$ cat config.mk
export PLATFORM = sky130hd
export DESIGN_NAME = adc_scan_ctrl
export DESIGN_NICKNAME = d
export VERILOG_FILES = /design/src/rtl/adc_scan_pkg.sv /design/src/rtl/adc_spi_xfer.sv /design/src/rtl/adc_scan_ctrl.sv
export SDC_FILE = /design/constraint.sdc
export NUM_CORES = 1
export LEC_CHECK = 0
export ABC_AREA = 1
export BUFFER_PORTS_ARGS = -buffer_cell sky130_fd_sc_hd__buf_2
export CELL_PAD_IN_SITES_DETAIL_PLACEMENT = 2
export CELL_PAD_IN_SITES_GLOBAL_PLACEMENT = 2
export CORE_MARGIN = 2
export CORE_UTILIZATION = 39
export DETAILED_ROUTE_END_ITERATION = 10
export GPL_TIMING_DRIVEN = 0
export PLACE_DENSITY_LB_ADDON = 0.1
export SLEW_MARGIN = 10
export SYNTH_ARGS = -nofsm -noshare
export SYNTH_HDL_FRONTEND = slang
export SYNTH_SLANG_ARGS = --single-unit
$ cat constraint.sdc
create_clock -name CLK -period 4.1 [get_ports CLK]
set_clock_uncertainty 0.15 [all_clocks]
set_input_delay 1.23 -clock CLK [delete_from_list [all_inputs] [get_ports CLK]]
set_output_delay 1.23 -clock CLK [all_outputs]
set_load 0.01 [all_outputs]
$ cat src/rtl/adc_scan_pkg.sv
// Shared definitions for the ADC scan controller: FSM encoding, control-byte
// fields, SCLK milestones and the channel-to-address mapping.
package adc_scan_pkg;

  typedef enum logic [2:0] {
    ST_IDLE,
    ST_SETUP,
    ST_SHIFT,
    ST_GAP,
    ST_FINISH
  } scan_state_e;

  // Control-byte fields: START, unipolar, single-ended, external clock.
  localparam logic       CTRL_START = 1'b1;
  localparam logic       CTRL_UNI   = 1'b1;
  localparam logic       CTRL_SGL   = 1'b1;
  localparam logic [1:0] CTRL_PD    = 2'b11;

  // 1-based SCLK milestones within one 24-clock transaction.
  localparam logic [4:0] SCLK_CTRL_BITS = 5'd8;
  localparam logic [4:0] SCLK_RX_FIRST  = 5'd10;
  localparam logic [4:0] SCLK_RX_LAST   = 5'd21;
  localparam logic [4:0] SCLK_TOTAL     = 5'd24;

  typedef struct packed {
    logic       found;
    logic [3:0] idx;
  } chan_pick_t;

  // The ADC's address pins are wired in a rotated order relative to idx[2:0].
  function automatic logic [2:0] chan_addr(input logic [2:0] c);
    return {c[0], c[2], c[1]};
  endfunction

  function automatic logic [7:0] ctrl_byte(input logic [3:0] idx);
    return {CTRL_START, chan_addr(idx[2:0]), CTRL_UNI, CTRL_SGL, CTRL_PD};
  endfunction

  // Lowest set bit of the mask; found=0 when the mask is empty.
  function automatic chan_pick_t lowest_chan(input logic [15:0] m);
    chan_pick_t p;
    p.found = 1'b0;
    p.idx   = 4'd0;
    for (int i = 15; i >= 0; i--) begin
      if (m[i]) begin
        p.found = 1'b1;
        p.idx   = 4'(i);
      end
    end
    return p;
  endfunction

endpackage

$ cat src/rtl/adc_spi_xfer.sv
// One 24-SCLK ADC transaction: shifts the control byte out on MOSI, captures
// the 12-bit conversion from MISO and hands it back with a go/ack handshake.
module adc_spi_xfer
  import adc_scan_pkg::*;
#(
  parameter int CLK_DIV = 4
) (
  input  logic        clk,
  input  logic        rst_n,
  input  logic        go_i,
  input  logic [7:0]  ctrl_i,
  input  logic        miso_i,
  output logic        ack_o,
  output logic        res_vld_o,
  output logic [11:0] result_o,
  output logic        sclk_o,
  output logic        mosi_o
);

  localparam logic [7:0] HALF_LAST = 8'(CLK_DIV - 1);

  logic        active_q, active_d;
  logic [7:0]  hcnt_q, hcnt_d;
  logic        sclk_q, sclk_d;
  logic        mosi_q, mosi_d;
  logic [7:0]  sh_q, sh_d;
  logic [4:0]  nrise_q, nrise_d;
  logic [4:0]  nfall_q, nfall_d;
  logic [11:0] rx_q, rx_d;
  logic        res_vld_q, res_vld_d;

  logic       tick, rise, fall;
  logic [4:0] rise_num, fall_num;

  assign tick     = active_q && (hcnt_q == HALF_LAST);
  assign rise     = tick && !sclk_q;
  assign fall     = tick && sclk_q;
  assign rise_num = nrise_q + 5'd1;
  assign fall_num = nfall_q + 5'd1;

  // NOTE: every always_comb output gets a default first so no path leaves it
  // unassigned; otherwise synthesis infers a latch to hold the old value.
  always_comb begin
    active_d  = active_q;
    hcnt_d    = hcnt_q;
    sclk_d    = sclk_q;
    mosi_d    = mosi_q;
    sh_d      = sh_q;
    nrise_d   = nrise_q;
    nfall_d   = nfall_q;
    rx_d      = rx_q;
    res_vld_d = 1'b0;
    if (!active_q) begin
      if (go_i) begin
        // MSB goes out immediately so it is settled before the first rise.
        active_d = 1'b1;
        hcnt_d   = '0;
        sclk_d   = 1'b0;
        mosi_d   = ctrl_i[7];
        sh_d     = {ctrl_i[6:0], 1'b0};
        nrise_d  = '0;
        nfall_d  = '0;
      end
    end else begin
      hcnt_d = tick ? 8'd0 : hcnt_q + 8'd1;
      if (rise) begin
        sclk_d  = 1'b1;
        nrise_d = rise_num;
        if (rise_num >= SCLK_RX_FIRST && rise_num <= SCLK_RX_LAST) begin
          rx_d = {rx_q[10:0], miso_i};
        end
        res_vld_d = (rise_num == SCLK_RX_LAST);
      end
      if (fall) begin
        sclk_d  = 1'b0;
        nfall_d = fall_num;
        mosi_d  = (fall_num < SCLK_CTRL_BITS) ? sh_q[7] : 1'b0;
        sh_d    = {sh_q[6:0], 1'b0};
        if (fall_num == SCLK_TOTAL) begin
          active_d = 1'b0;
        end
      end
    end
  end

  // NOTE: sequential state uses non-blocking assignments so every register
  // samples pre-edge values regardless of statement order.
  always_ff @(posedge clk or negedge rst_n) begin
    if (!rst_n) begin
      active_q  <= 1'b0;
      hcnt_q    <= '0;
      sclk_q    <= 1'b0;
      mosi_q    <= 1'b0;
      sh_q      <= '0;
      nrise_q   <= '0;
      nfall_q   <= '0;
      rx_q      <= '0;
      res_vld_q <= 1'b0;
    end else begin
      active_q  <= active_d;
      hcnt_q    <= hcnt_d;
      sclk_q    <= sclk_d;
      mosi_q    <= mosi_d;
      sh_q      <= sh_d;
      nrise_q   <= nrise_d;
      nfall_q   <= nfall_d;
      rx_q      <= rx_d;
      res_vld_q <= res_vld_d;
    end
  end

  assign ack_o     = fall && (fall_num == SCLK_TOTAL);
  assign res_vld_o = res_vld_q;
  assign result_o  = rx_q;
  assign sclk_o    = sclk_q;
  assign mosi_o    = mosi_q;

endmodule

$ cat src/rtl/adc_scan_ctrl.sv
// Scans the channels enabled in chan_mask through a bank-switched serial ADC
// and keeps the latest 12-bit result per channel. Define
// ADC_SCAN_CONTINUOUS_EN to add the `stop` input and repeat scans until stopped.
module adc_scan_ctrl
  import adc_scan_pkg::*;
#(
  parameter int CLK_DIV = 4
) (
  input  logic        CLK,
  input  logic        nRST,
  input  logic        start,
  input  logic [15:0] chan_mask,
`ifdef ADC_SCAN_CONTINUOUS_EN
  input  logic        stop,
`endif
  output logic        busy,
  output logic        done,
  input  logic [3:0]  rd_addr,
  output logic [11:0] rd_data,
  output logic        SCLK,
  output logic        MOSI,
  input  logic        MISO,
  output logic        nCS,
  output logic        SEL
);

  localparam logic [8:0] HALF_LAST = 9'(CLK_DIV - 1);
  localparam logic [8:0] FULL_LAST = 9'(2 * CLK_DIV - 1);

  scan_state_e state_q, state_d;
  logic [15:0] mask_q, mask_d;
  logic [3:0]  idx_q, idx_d;
  logic [8:0]  cnt_q, cnt_d;
  logic        ncs_q, ncs_d;
  logic        sel_q, sel_d;
  logic        busy_q, busy_d;
  logic        done_q, done_d;
  logic [11:0] res_q [16];

  logic        xfer_go, xfer_ack, xfer_vld;
  logic [11:0] xfer_result;
  chan_pick_t  first_pick, restart_pick, next_pick;
  logic [15:0] above_mask;

  assign first_pick   = lowest_chan(chan_mask);
  assign restart_pick = lowest_chan(mask_q);
  // Only channels strictly above the current one; the search never wraps.
  assign above_mask   = 16'hFFFF << ({1'b0, idx_q} + 5'd1);
  assign next_pick    = lowest_chan(mask_q & above_mask);

  always_comb begin
    state_d = state_q;
    mask_d  = mask_q;
    idx_d   = idx_q;
    cnt_d   = cnt_q;
    ncs_d   = ncs_q;
    sel_d   = sel_q;
    busy_d  = busy_q;
    done_d  = 1'b0;
    xfer_go = 1'b0;
    unique case (state_q)
      ST_IDLE: begin
        if (start) begin
          mask_d = chan_mask;
          busy_d = 1'b1;
          cnt_d  = '0;
          if (first_pick.found) begin
            state_d = ST_SETUP;
            idx_d   = first_pick.idx;
            sel_d   = ~first_pick.idx[3];
          end else begin
            state_d = ST_FINISH;
          end
        end
      end
      ST_SETUP: begin
        cnt_d = cnt_q + 9'd1;
        if (cnt_q == HALF_LAST) begin
          ncs_d = 1'b0;
        end
        if (cnt_q == FULL_LAST) begin
          state_d = ST_SHIFT;
          cnt_d   = '0;
          xfer_go = 1'b1;
        end
      end
      ST_SHIFT: begin
        if (xfer_ack) begin
          ncs_d   = 1'b1;
          state_d = ST_GAP;
          cnt_d   = '0;
        end
      end
      ST_GAP: begin
        cnt_d = cnt_q + 9'd1;
        if (cnt_q == FULL_LAST) begin
          cnt_d = '0;
          if (next_pick.found) begin
            state_d = ST_SETUP;
            idx_d   = next_pick.idx;
            sel_d   = ~next_pick.idx[3];
          end else begin
            state_d = ST_FINISH;
            sel_d   = 1'b1;
          end
        end
      end
      ST_FINISH: begin
        done_d = 1'b1;
`ifdef ADC_SCAN_CONTINUOUS_EN
        if (!stop) begin
          cnt_d = '0;
          if (restart_pick.found) begin
            state_d = ST_SETUP;
            idx_d   = restart_pick.idx;
            sel_d   = ~restart_pick.idx[3];
          end
        end else begin
          busy_d  = 1'b0;
          state_d = ST_IDLE;
        end
`else
        busy_d  = 1'b0;
        state_d = ST_IDLE;
`endif
      end
      default: begin
        state_d = ST_IDLE;
        busy_d  = 1'b0;
        ncs_d   = 1'b1;
        sel_d   = 1'b1;
      end
    endcase
  end

  always_ff @(posedge CLK or negedge nRST) begin
    if (!nRST) begin
      state_q <= ST_IDLE;
      mask_q  <= '0;
      idx_q   <= '0;
      cnt_q   <= '0;
      ncs_q   <= 1'b1;
      sel_q   <= 1'b1;
      busy_q  <= 1'b0;
      done_q  <= 1'b0;
    end else begin
      state_q <= state_d;
      mask_q  <= mask_d;
      idx_q   <= idx_d;
      cnt_q   <= cnt_d;
      ncs_q   <= ncs_d;
      sel_q   <= sel_d;
      busy_q  <= busy_d;
      done_q  <= done_d;
    end
  end

  // NOTE: the result file is cleared by reset because reads of never-scanned
  // channels must return 0; a memory without reset would power up undefined.
  always_ff @(posedge CLK or negedge nRST) begin
    if (!nRST) begin
      for (int i = 0; i < 16; i++) begin
        res_q[i] <= '0;
      end
    end else if (xfer_vld && state_q == ST_SHIFT) begin
      res_q[idx_q] <= xfer_result;
    end
  end

  adc_spi_xfer #(
    .CLK_DIV (CLK_DIV)
  ) u_xfer (
    .clk       (CLK),
    .rst_n     (nRST),
    .go_i      (xfer_go),
    .ctrl_i    (ctrl_byte(idx_q)),
    .miso_i    (MISO),
    .ack_o     (xfer_ack),
    .res_vld_o (xfer_vld),
    .result_o  (xfer_result),
    .sclk_o    (SCLK),
    .mosi_o    (MOSI)
  );

  assign busy    = busy_q;
  assign done    = done_q;
  assign nCS     = ncs_q;
  assign SEL     = sel_q;
  assign rd_data = res_q[rd_addr];

endmodule
* Word level (Yosys, flattened, before mapping)
Cells that the tools add are included.
** Word-level totals
- Flip-flop bits (word level) :: 270
** Cells by class
- $add $sub $neg :: 5
- $lt $le $gt $ge :: 6
- Equal/unequal tests :: 19
- Shift-type cells :: 1
- Muxes and demuxes :: 92
- Bitwise gates (word level) :: 8
- Reductions and logical operators :: 27
** Operators with widths (number)
- $bwmux W192 :: 1
- $mux W5 :: 37
- $bmux W12 S4 :: 1
- $demux W12 S4 :: 1
- $mux W8 :: 6
- $mux W12 :: 3
- $mux W9 :: 3
- $pmux W9 S3 :: 1
- $mux W1 :: 24
- $mux W3 :: 6
- $and A16 B16 Y16 :: 1
- $mux W4 :: 4
- $ne A2 B2 Y1 const B :: 8
- $shl A16 B5 Y16 const A :: 1
- $pmux W3 S4 :: 1
- $add A5 B1 Y5 const B :: 2
- $eq A5 B5 Y1 const B :: 2
- $ge A5 B5 Y1 const B :: 2
- $not A4 Y5 :: 2
- $reduce_and A2 Y1 :: 5
- $add A9 B1 Y9 const B :: 1
- $eq A9 B2 Y1 const B :: 1
- $eq A9 B3 Y1 const B :: 1
- $reduce_and A3 Y1 :: 3
- other kinds (25) :: 41

* Depth between registers and ports, before layout
Gate-level depths: netlist of the first run.
- Depth in word-level cells :: 23
- Gate-level depth with buffers :: 23
- Mapped depth without buffers :: 23

* Hierarchy
A second synthesis of the first run with hierarchy kept.
** Second synthesis, totals
- Cell total of the unflattened synthesis :: 1519
- Area total of the unflattened synthesis :: 13036.3 sq um
** Modules (own cells, without submodules)
- adc_scan_ctrl :: instances 1, cells an instance 1273, area an instance 10876.7 sq um, sequential area each 5708.0 sq um
- adc_spi_xfer :: instances 1, cells an instance 246, area an instance 2159.6 sq um, sequential area each 1026.0 sq um

* Worst setup path before layout of the first run
No wires, ideal clock.
- Path type :: input-to-output
- Start :: in rd_addr[0]
- End :: out rd_data[0]
- Arrival :: 2.493 ns
- Required time :: 2.720 ns
- Setup slack :: 0.227 ns
- Cell stages on the path :: 8
- Path buffers :: 3
- Path through :: clkbuf_1 > buf_2 > buf_1 > a21oi_1 > o21ai_0 > o211ai_1 > o211ai_1 > nand2_1
** On the way
- Word-level cells in the longest chain between the ends :: 4
** Ends and longest elaborated chain
- from (decl) :: line adc_scan_ctrl.sv:18 : input logic [3:0] rd_addr,
- $not A4 Y5 (not written as such) :: line adc_scan_ctrl.sv:189 : assign rd_data = res_q[rd_addr];
- $bmux W12 S4 :: line adc_scan_ctrl.sv:189
- $mux W12 (not written as such) (2 in series) :: line adc_scan_ctrl.sv:189
- to (decl) :: line adc_scan_ctrl.sv:19 : output logic [11:0] rd_data,
Every way passes these cells. The select of a mux whose other input is x is not followed.

* Worst setup path after layout of the first run
- Start :: in rd_addr[0]
- End :: out rd_data[5]
The elaborated chain is that of the path after synthesis.

==> results of run 1 <==
-- state kept, by name, summed over array words and instances, names as in the netlist, 3 cells and up --
register	flops
res_q	192
u_xfer.result_o	12
cnt_q	9
mask_q	16
u_xfer.sh_q	7
u_xfer.nfall_q	5
idx_q	4
state_q	3
u_xfer.nrise_q	5
u_xfer.hcnt_q	8
-- repair_timing --
item | in CTS | in global routing
resized for setup | 65 | 10
cloned | 0 | 0
pin swaps | 3 | 12
setup endpoints to repair | 12 | 11
setup buffers | 5 | 1
-- cells by family (layout without fill, tap and decap cells) --
family          after synthesis  after routing
compound gates              448            448
buf+inv                     233            340
xor+xnor                     12             12
mux                          52             52
fa+ha+maj                    12             12
flops                       269            269
simple gates                462            462
-- cell usage after synthesis, types with 2 or more instances --
library cell,number
dfrtp_1,267
nand4_2,2
a21oi_1,61
inv_2,13
inv_1,132
o211ai_1,54
o31ai_1,2
ha_1,12
xor2_1,11
nor2_4,3
buf_1,6
nor4_1,9
o22a_1,2
nand4_1,10
nand2_2,2
nor2_2,4
o22ai_1,6
nand3_1,45
o21ai_0,304
o21ai_1,4
nor2_1,40
a22o_1,3
nor3_1,9
buf_2,4
dfstp_2,2
mux2_2,4
nand2_1,323
clkbuf_1,74
nand2_4,3
nand3_2,3
mux2i_1,48
buf_6,2
o32ai_1,3
a31oi_1,4
-- per-stage QoR --
| step | utilization | hold slack [ps] | total power [mW] | instance area [µm²] | setup slack (ps) |
|---|---|---|---|---|---|
| final | 0.4640 | 332.5 | 7.930 | 15100 | -51.46 |
| after CTS | 0.4629 | 332.5 | 8.014 | 15060 | -6.777 |
| after global placement | 0.4184 | 310.5 | 4.771 | 13610 | -3603 |
| after floorplan | - | 297.8 | 4.269 | 12870 | 227.2 |
| after detailed placement | 0.4213 | 319.6 | 4.892 | 13710 | -929.1 |
| after global routing | 0.4640 | 356.8 | 8.355 | 15100 | -97.53 |
-- worst reg2reg max path, cell delays in order (launching register included) --
cell and delay, ps:
dfrtp_1 450, inv_1 150, nand3_1 170, nor2_1 440, nand4_1 590, clkbuf_1 480, nand2_1 170, o21ai_0 100
-- per-layer routing --
layer / global-route usage / routed length, µm
met4: 0.08976 / 1216
met3: 0.05146 / 1962
met1: 0.3499 / 20090
met5: 0 / 32
met2: 0.5213 / 24820
-- final timing paths --
path	to	from	slack (ps)
min	res_q[133]	res_q[133]	330
max reg2reg	res_q[58]	state_q[2]	1260
max	rd_data[5]	rd_addr[0]	-50
min in group asynchronous	res_q[67]	nRST	490
min reg2reg	res_q[133]	res_q[133]	330
max in group asynchronous	mask_q[0]	nRST	2310
-- power breakdown --
| group | switching [mW] | leakage, nW | internal [mW] |
|---|---|---|---|
| combinational | 1.19 | 2.44 | 0.590 |
| sequential | 0.202 | 3.69 | 2.89 |
| clock | 1.17 | 0.556 | 1.89 |
-- final cells by class --
| type | count | area, µm² |
|---|---|---|
| fillers | 3620 | 17440 |
| flip-flops and latches | 269 | 6734 |
| multi-input cells | 986 | 5293 |
| clock buffers | 50 | 1005 |
| inverters | 147 | 555.5 |
| well taps | 442 | 553.0 |
| plain buffers | 86 | 483.0 |
| repair buffers | 48 | 351.6 |
| clock inverters | 9 | 123.9 |
==> flow_summary_export.csv, run 1 <==
group,metric,value,unit
routing,routedWlPerCell,23.62,µm
yosys,synthArstFlopShare,1.000,
worst_setup_path,slowest_delay,420,ps
final_layout,mostFrequentLayoutCell,"nand2_1",
yosys,synth_top_family_by_area,"compound AO/OA/AOI/OAI gates",
routing,ant_nets,0,
worst_setup_path,cp-start-kind,"input pin",
yosys,netlist_area,0.01287,mm²
timing,slew_violations,0,
yosys,ys.flop_type,"dfrtp_1",
timing,setup_violations,4,
clock_tree,cts_hold_buffers,0,
clock_tree,tritoncts,"yes",
die,die_height,185.6,µm
routing,drtIter0Drc,646,
power,leakage,6.689,nW
yosys,synth_fa_ha_area_frac,0.01167,
die,die_area,0.03446,mm²
clock_tree,cts-root-buf,"clkbuf_16",
worst_setup_path,cp.depth,7,
final_layout,fin_cells,2037,
die,die_w,185.6,µm
yosys,synth_xor_area_frac,0.008169,
place,numPlacedInstances,1972,
clock_tree,clockBufferDepth,3,
yosys,synth_top_cell_by_area,"dfrtp_1",
grt,grt_max_degree,106,
worst_setup_path,cpLargestDelayFamily,"buffers and inverters",
outcome,outcome,"complete, but fails checks",
clock_tree,clk_pin_slew,50,ps
worst_setup_path,crit_path_end_kind,"primary output",
worst_setup_path,required,2720,ps
worst_hold_path,hp-class,"flip-flop to flip-flop",
timing,fmax,240.9,MHz
power,power.density,525.2,mW/mm²
yosys,synth_area_per_cell,8.647,µm²
yosys,yosysSeqAreaShare,0.5234,
worst_setup_path,worstPathMaxFanout,10,
grt,antenna_found_initial,2,
final_layout,mostFrequentLayoutCells,"nand2_1, o21ai_0, dfrtp_1, inv_1, clkbuf_1",
worst_setup_path,critPathBufInv,3,
routing,drc,0,
final_layout,syn2layout_area_growth,17.35,%
timing,hold_viol_final,0,
final_layout,nets,1608,
yosys,ys_ff_latch,269,
yosys,synthTopCellsByArea,"dfrtp_1, o21ai_0, nand2_1",
flow_run,maxCapViolCount,0,
yosys,synth_compound_area_frac,0.1898,
yosys,synth.top_cell.area_share,0.5193,
worst_setup_path,cp.arrival,2770,ps
yosys,yosys_warnings,0,
clock_tree,cts_sinks,269,
clock_tree,worstSkewPairLatency,510,ps
timing,rsz0062_at_grt,"yes",
clock_tree,ctsHtreeMaxLevel,2,
yosys,postSynthCellCount,1488,
place,hpwl,33390,µm
final_layout,drive_gt1_frac,0.1147,
power,max-vdd-ir-drop,0.3894,mV
worst_setup_path,slowest_stage,"o211ai_1",
grt,groute.usage.overall,0.2889,
worst_setup_path,crit_type,"input pin to primary output",
yosys,synthMuxAreaShare,0.04084,
grt,grt_pass1_wl,74810,µm
routing,drt-pass1-iter-count,5,
yosys,syn_nets,1524,
die,initial_core_util,0.3954,
worst_setup_path,cp_cell_sequence,"clkbuf_16, clkbuf_4, mux2i_1, o211ai_1, nand3_1, nand2_1, buf_2",
timing,worstMarginPinSlew,963.2,ps
timing,final.period_utilization,1.013,
routing,routed-via-count,11370,
final_layout,num_antenna_cells,0,
grt,grt_pass1_vias,12610,
yosys,synth_simple_gate_area_frac,0.1563,
die,core.rowCount,66,
timing,min_period,4151,ps
worst_setup_path,reg2reg_depth,7,
timing,timing.slew.headroom,0.3579,
routing,drt-total-wl,48120,µm
yosys,synthDistinctLibCells,51,
yosys,synth_edf_count,0,
outcome,violations,"setup timing",
place,gp_congestion,0.8193,
die,ioPinCount,42,
die,coreArea,0.03254,mm²
clock_tree,cts_buffers,34,
grt,gr-total-overflow,0,
worst_hold_path,whs_path_depth,2,
timing,fin_tns_setup,-87.44,ps
place,portBuffers,39,
routing,via_per_inst,5.583,
timing,worst_slack,-51.46,ps
Power figures use the tool's default switching activity.
==> run 2: changes to the inputs <==
ABC_AREA = 0   (was 1)
==> flow_summary_export.csv, run 2 <==
group,metric,value,unit
place,dpl_cell_area,0.01384,mm²
place,portBuffers,39,
routing,drt-total-wl,37620,µm
yosys,synth_top_cell_by_area,"dfrtp_1",
worst_setup_path,crit_type,"input pin to primary output",
final_layout,num_antenna_cells,0,
place,hpwl,23740,µm
worst_hold_path,hp-class,"flip-flop to flip-flop",
yosys,ys.flop_type,"dfrtp_1",
flow_run,maxCapViolCount,0,
power,total_power,7.814,mW
yosys,postSynthCellCount,964,
die,coreArea,0.03262,mm²
worst_setup_path,cp_cell_sequence,"buf_16, buf_12, mux4_2, mux4_2, buf_6",
outcome,outcome,"complete, but fails checks",
grt,gr-total-overflow,0,
timing,slew_violations,0,
outcome,violations,"setup timing",
timing,final.period_utilization,1.009,
die,ioPinCount,42,
worst_setup_path,required,2720,ps
worst_setup_path,cp-start-kind,"input pin",
clock_tree,cts-root-buf,"clkbuf_16",
final_layout,final_area,0.01519,mm²
die,initial_core_util,0.3979,
place,numPlacedInstances,1448,
yosys,synthDistinctLibCells,68,
timing,worstMarginPinSlew,1152,ps
timing,timing.slew.headroom,0.2323,
grt,antenna_found_initial,0,
clock_tree,worstSkewPairLatency,570,ps
yosys,syn_nets,1000,
timing,setup_violations,2,
grt,groute.usage.overall,0.2236,
timing,worst_slack,-35.28,ps
clock_tree,ctsHtreeMaxLevel,1,
final_layout,final_util,0.4656,
final_layout,syn2layout_area_growth,17.01,%
routing,drtIter0Drc,441,
yosys,synth.top_cell.area_share,0.5147,
worst_setup_path,crit_path_end_kind,"primary output",
timing,holdWs,341.5,ps
grt,grt_pass1_vias,9503,
power,max-vdd-ir-drop,0.3014,mV
yosys,synthTopCellsByCount,"dfrtp_1, mux2_2, mux4_2, nor2_1, nand2_1",
worst_setup_path,crit_path_frequent_cell,"mux4_2",
routing,via_per_inst,5.554,
timing,hold_viol_final,0,
yosys,synthTopCellsByArea,"dfrtp_1, mux2_2, mux4_2",
power,leakage,7.092,nW
die,core.rowCount,66,
worst_setup_path,slowest_delay,570,ps
clock_tree,clk_pin_slew,60,ps
worst_setup_path,worstPathMaxFanout,6,
worst_setup_path,cpLargestDelayFamily,"multiplexers",
power,power.density,514.4,mW/mm²
routing,routed-via-count,8381,
timing,rsz0062_at_grt,"yes",
routing,drc,0,
routing,ant_nets,0,
final_layout,drive_gt1_frac,0.3908,
die,die_area,0.03476,mm²
final_layout,largest_reg_flops,192,
routing,drt-pass1-iter-count,4,
clock_tree,cts_sinks,269,
yosys,synth_area_per_cell,13.46,µm²
yosys,yosys_warnings,0,
yosys,synth_most_common_cell,"dfrtp_1",
yosys,yosysSeqAreaShare,0.5188,
final_layout,regMostFlops,"res_q",
clock_tree,tritoncts,"yes",
timing,fmax,241.8,MHz
final_layout,mostFrequentLayoutCells,"dfrtp_1, mux2_2, mux4_2, nor2_1, nand2_1",
die,die_w,186.4,µm
worst_setup_path,cp.arrival,2760,ps
routing,routedWlPerCell,24.93,µm
worst_setup_path,critPathBufInv,3,
yosys,netlist_area,0.01298,mm²
timing,min_period,4135,ps
grt,grt_max_degree,99,
yosys,synth_edf_count,0,
place,gp_congestion,0.7712,
grt,grt_pass1_wl,59690,µm
worst_setup_path,slowest_stage,"mux4_2",
yosys,ys_ff_latch,269,
final_layout,nets,1079,
clock_tree,clockBufferDepth,3,
yosys,synthArstFlopShare,1.000,
clock_tree,cts_buffers,31,
die,die_height,186.4,µm
final_layout,fin_cells,1509,
final_layout,mostFrequentLayoutCell,"dfrtp_1",
-- run 2: cell types whose count changed in the layout (fill, tap and decap cells not counted), sizes merged, moves of 9 or more --
cell    previous run  this run
nor2b              0         9
o21ai            308        33
mux2               4       218
nand2            328        48
inv              147        20
mux4               0        60
mux2i             48         6
nand3             48        27
clkbuf           120        81
xnor2              1        11
o211ai            54         3
a21oi             62        18
-- run 2: what timing repair did --
action                     in CTS  in global routing
hold buffers                    0                  0
resized for setup              32                  4
gates cloned                    2                  0
setup endpoints to repair      12                  8
setup buffers                   2                  0
-- run 2: power by group --
part | leakage [nW] | switching, mW | internal [mW] | total [mW]
clock | 0.547 | 1.15 | 1.88 | 3.03
combinational | 2.88 | 1.04 | 0.657 | 1.70
sequential | 3.67 | 0.206 | 2.88 | 3.09
-- run 2: path summary, 6_finish.rpt --
kind | start | endpoint | slack (ps) | cells after the start
setup / recovery | rd_addr[0] | rd_data[9] | -40 | 5
min in group asynchronous | nRST | mask_q[11] | 350 | 1
hold / removal | u_xfer.sh_q[1] | u_xfer.sh_q[1] | 340 | 2
max in group asynchronous | nRST | res_q[5] | 2380 | 3
hold reg to reg | u_xfer.sh_q[1] | u_xfer.sh_q[1] | 340 | 2
setup reg to reg | idx_q[0] | idx_q[1] | 960 | 10
-- run 2: layer usage --
layer  wire (µm)  track usage  vias to the layer above
li1            -            -                     3719
met1       17560       0.3135                     4520
met2       18130       0.3700                      100
met3        1292      0.03367                       42
met4         631      0.04769                        0
met5           0            0                        -
-- run 2: layout make-up --
type	instances	area, µm²
plain buffers	59	374.1
flip-flops and latches	269	6734
well taps	442	553.0
repair buffers	46	399.1
fillers	3192	17430
multi-input cells	617	5936
inverters	19	71.32
clock buffers	43	880.8
clock inverters	14	240.2
-- run 2: cells by family (layout without fill, tap and decap cells) --
| family | Yosys count | after routing | synth area share |
|---|---|---|---|
| multiplexers | 284 | 284 | 0.2979 |
| flip-flops | 269 | 269 | 0.5188 |
| AND/OR/NAND/NOR | 196 | 196 | 0.07933 |
| AO/OA/AOI/OAI | 108 | 108 | 0.05707 |
| buffers and inverters | 78 | 181 | 0.02391 |
| XOR/XNOR | 17 | 17 | 0.01147 |
| adder cells (fa/ha/maj) | 12 | 12 | 0.01157 |
-- run 2: metrics by stage --
stage / setup TNS, ps / setup WS [ps]
floorplan: 0 / 17.74
global placement: -995430 / -3710
detailed placement: -9690 / -852.9
CTS: -47.27 / -24.44
global route: -120.7 / -36.11
finish: -51.35 / -35.28
-- run 2: tightest hold or removal path: stages, from the launching register on --
cell	delay, ps
dfrtp_1	340
nand2_1	50
nand2_1	60
==> run 3: changes to the inputs <==
MAX_ROUTING_LAYER = met4   (was unset)
SKIP_CTS_REPAIR_TIMING = 1   (was unset)
==> flow_summary_export.csv, run 3 (synthesized netlist as in run 2, its figures left out) <==
group,metric,value,unit
worst_setup_path,worstPathMaxFanout,5,
place,dpl_cell_area,0.01384,mm²
die,core.rowCount,66,
final_layout,syn2layout_area_growth,16.89,%
worst_setup_path,cp-start-kind,"input pin",
routing,routed-via-count,8430,
timing,slew_violations,0,
place,numPlacedInstances,1448,
clock_tree,clk_pin_slew,60,ps
die,die_area,0.03476,mm²
timing,final.period_utilization,1.005,
final_layout,nFillCells,3180,
final_layout,multi_input_area,0.005936,mm²
routing,drt-pass1-iter-count,4,
final_layout,mostFrequentLayoutCells,"dfrtp_1, mux2_2, mux4_2, nor2_1, nand2_1",
clock_tree,cts-root-buf,"clkbuf_16",
final_layout,regArea,0.006734,mm²
clock_tree,worstSkewPairLatency,570,ps
clock_tree,ctsHtreeMaxLevel,1,
die,die_w,186.4,µm
final_layout,regMostFlops,"res_q",
final_layout,mostFrequentLayoutCell,"dfrtp_1",
worst_setup_path,startpoint,"rd_addr[0]",
grt,antenna_found_initial,0,
flow_run,maxCapViolCount,0,
clock_tree,clockBufferDepth,3,
grt,groute.usage.overall,0.2265,
timing,setup_violations,1,
clock_tree,cts_buffers,31,
outcome,outcome,"complete, but fails checks",
routing,drc,0,
timing,fin_tns_setup,-19.97,ps
final_layout,num_antenna_cells,0,
power,max-vdd-ir-drop,0.3046,mV
clock_tree,cts_sinks,269,
final_layout,nets,1083,
routing,via_per_inst,5.572,
timing,min_period,4120,ps
power,power.density,514.9,mW/mm²
final_layout,largest_reg_flops,192,
outcome,violations,"setup timing",
routing,ant_nets,0,
worst_hold_path,hp-class,"flip-flop to flip-flop",
place,hpwl,23740,µm
die,die_height,186.4,µm
worst_setup_path,rrSetupSlack,960,ps
final_layout,fin_cells,1513,
worst_setup_path,crit_path_end_kind,"primary output",
die,initial_core_util,0.3979,
grt,gr-total-overflow,0,
timing,worst_slack,-19.97,ps
worst_setup_path,r2r-end,"res_q[164]",
worst_setup_path,required,2720,ps
timing,fmax,242.7,MHz
routing,drtIter0Drc,461,
clock_tree,tritoncts,"yes",
routing,routedWlPerCell,24.90,µm
final_layout,final_area,0.01517,mm²
timing,holdWs,342.3,ps
grt,grt_pass1_wl,58870,µm
routing,drt-total-wl,37680,µm
worst_setup_path,regToRegStartpoint,"idx_q[0]",
final_layout,drive_gt1_frac,0.3931,
timing,worstMarginPinSlew,1188,ps
place,portBuffers,39,
final_layout,final_util,0.4651,
timing,hold_viol_final,0,
worst_setup_path,cp.arrival,2740,ps
timing,rsz0062_at_grt,"yes",
die,coreArea,0.03262,mm²
timing,timing.slew.headroom,0.2081,
worst_setup_path,crit_end,"rd_data[9]",
grt,grt_pass1_vias,9390,
worst_setup_path,reg2reg_depth,8,
power,leakage,7.101,nW
grt,grt_max_degree,99,
place,gp_congestion,0.7816,
worst_setup_path,crit_type,"input pin to primary output",
die,ioPinCount,42,
[run 3: changes by cell type in the layout (fill, tap and decap cells not counted), moves of 2 or more]
cell / change
buf_2: +4
buf_6: -4
buf_16: -3
buf_8: +2
buf_4: +4
[run 3: stage by stage]
stage	power [mW]	worst slack (ps)
after floorplan	4.257	17.74
after global placement	4.763	-3710
after detailed placement	4.821	-852.9
after CTS	7.881	-931.6
after global routing	8.255	-30.53
final	7.812	-19.97
[run 3: where the power goes]
part / internal, mW / switching (mW) / total [mW]
registers: 2.88 / 0.206 / 3.09
clock network: 1.88 / 1.15 / 3.03
logic: 0.657 / 1.04 / 1.70
total: 5.41 / 2.40 / 7.81
[run 3: routing by layer]
layer | global-route usage | wire, µm | share of wire | vias up
li1 | - | - | - | 3735
met4 | 0.04123 | 649 | 0.017 | 0
met3 | 0.03724 | 1663 | 0.044 | 51
met2 | 0.3586 | 17930 | 0.48 | 132
met1 | 0.3118 | 17430 | 0.46 | 4512
met5 | - | 0 | 0 | -
[run 3: final cells by class]
| class | instances | area share |
|---|---|---|
| well taps | 442 | 0.03645 |
| plain buffers | 59 | 0.02268 |
| multi-input cells | 617 | 0.3912 |
| clock inverters | 14 | 0.01583 |
| flip-flops and latches | 269 | 0.4438 |
| repair buffers | 50 | 0.02721 |
| inverters | 19 | 0.004701 |
| clock buffers | 43 | 0.05806 |
[run 3: how the worst min path moves through the flow]
stage | startpoint | end | slack [ps] | depth (start not counted)
after detailed placement | u_xfer.sh_q[1] | u_xfer.sh_q[1] | 340 | 2
after global routing | nRST | mask_q[11] | 350 | 1
after global placement | u_xfer.sh_q[1] | u_xfer.sh_q[1] | 310 | 2
final | u_xfer.sh_q[1] | u_xfer.sh_q[1] | 340 | 2
after floorplan | u_xfer.sh_q[1] | u_xfer.sh_q[1] | 300 | 2
after CTS | nRST | mask_q[11] | 350 | 1
[run 3: critical path: stages]
cell and delay [ps]:
buf_16 120, buf_12 140, mux4_2 520, mux4_2 570, buf_6 160
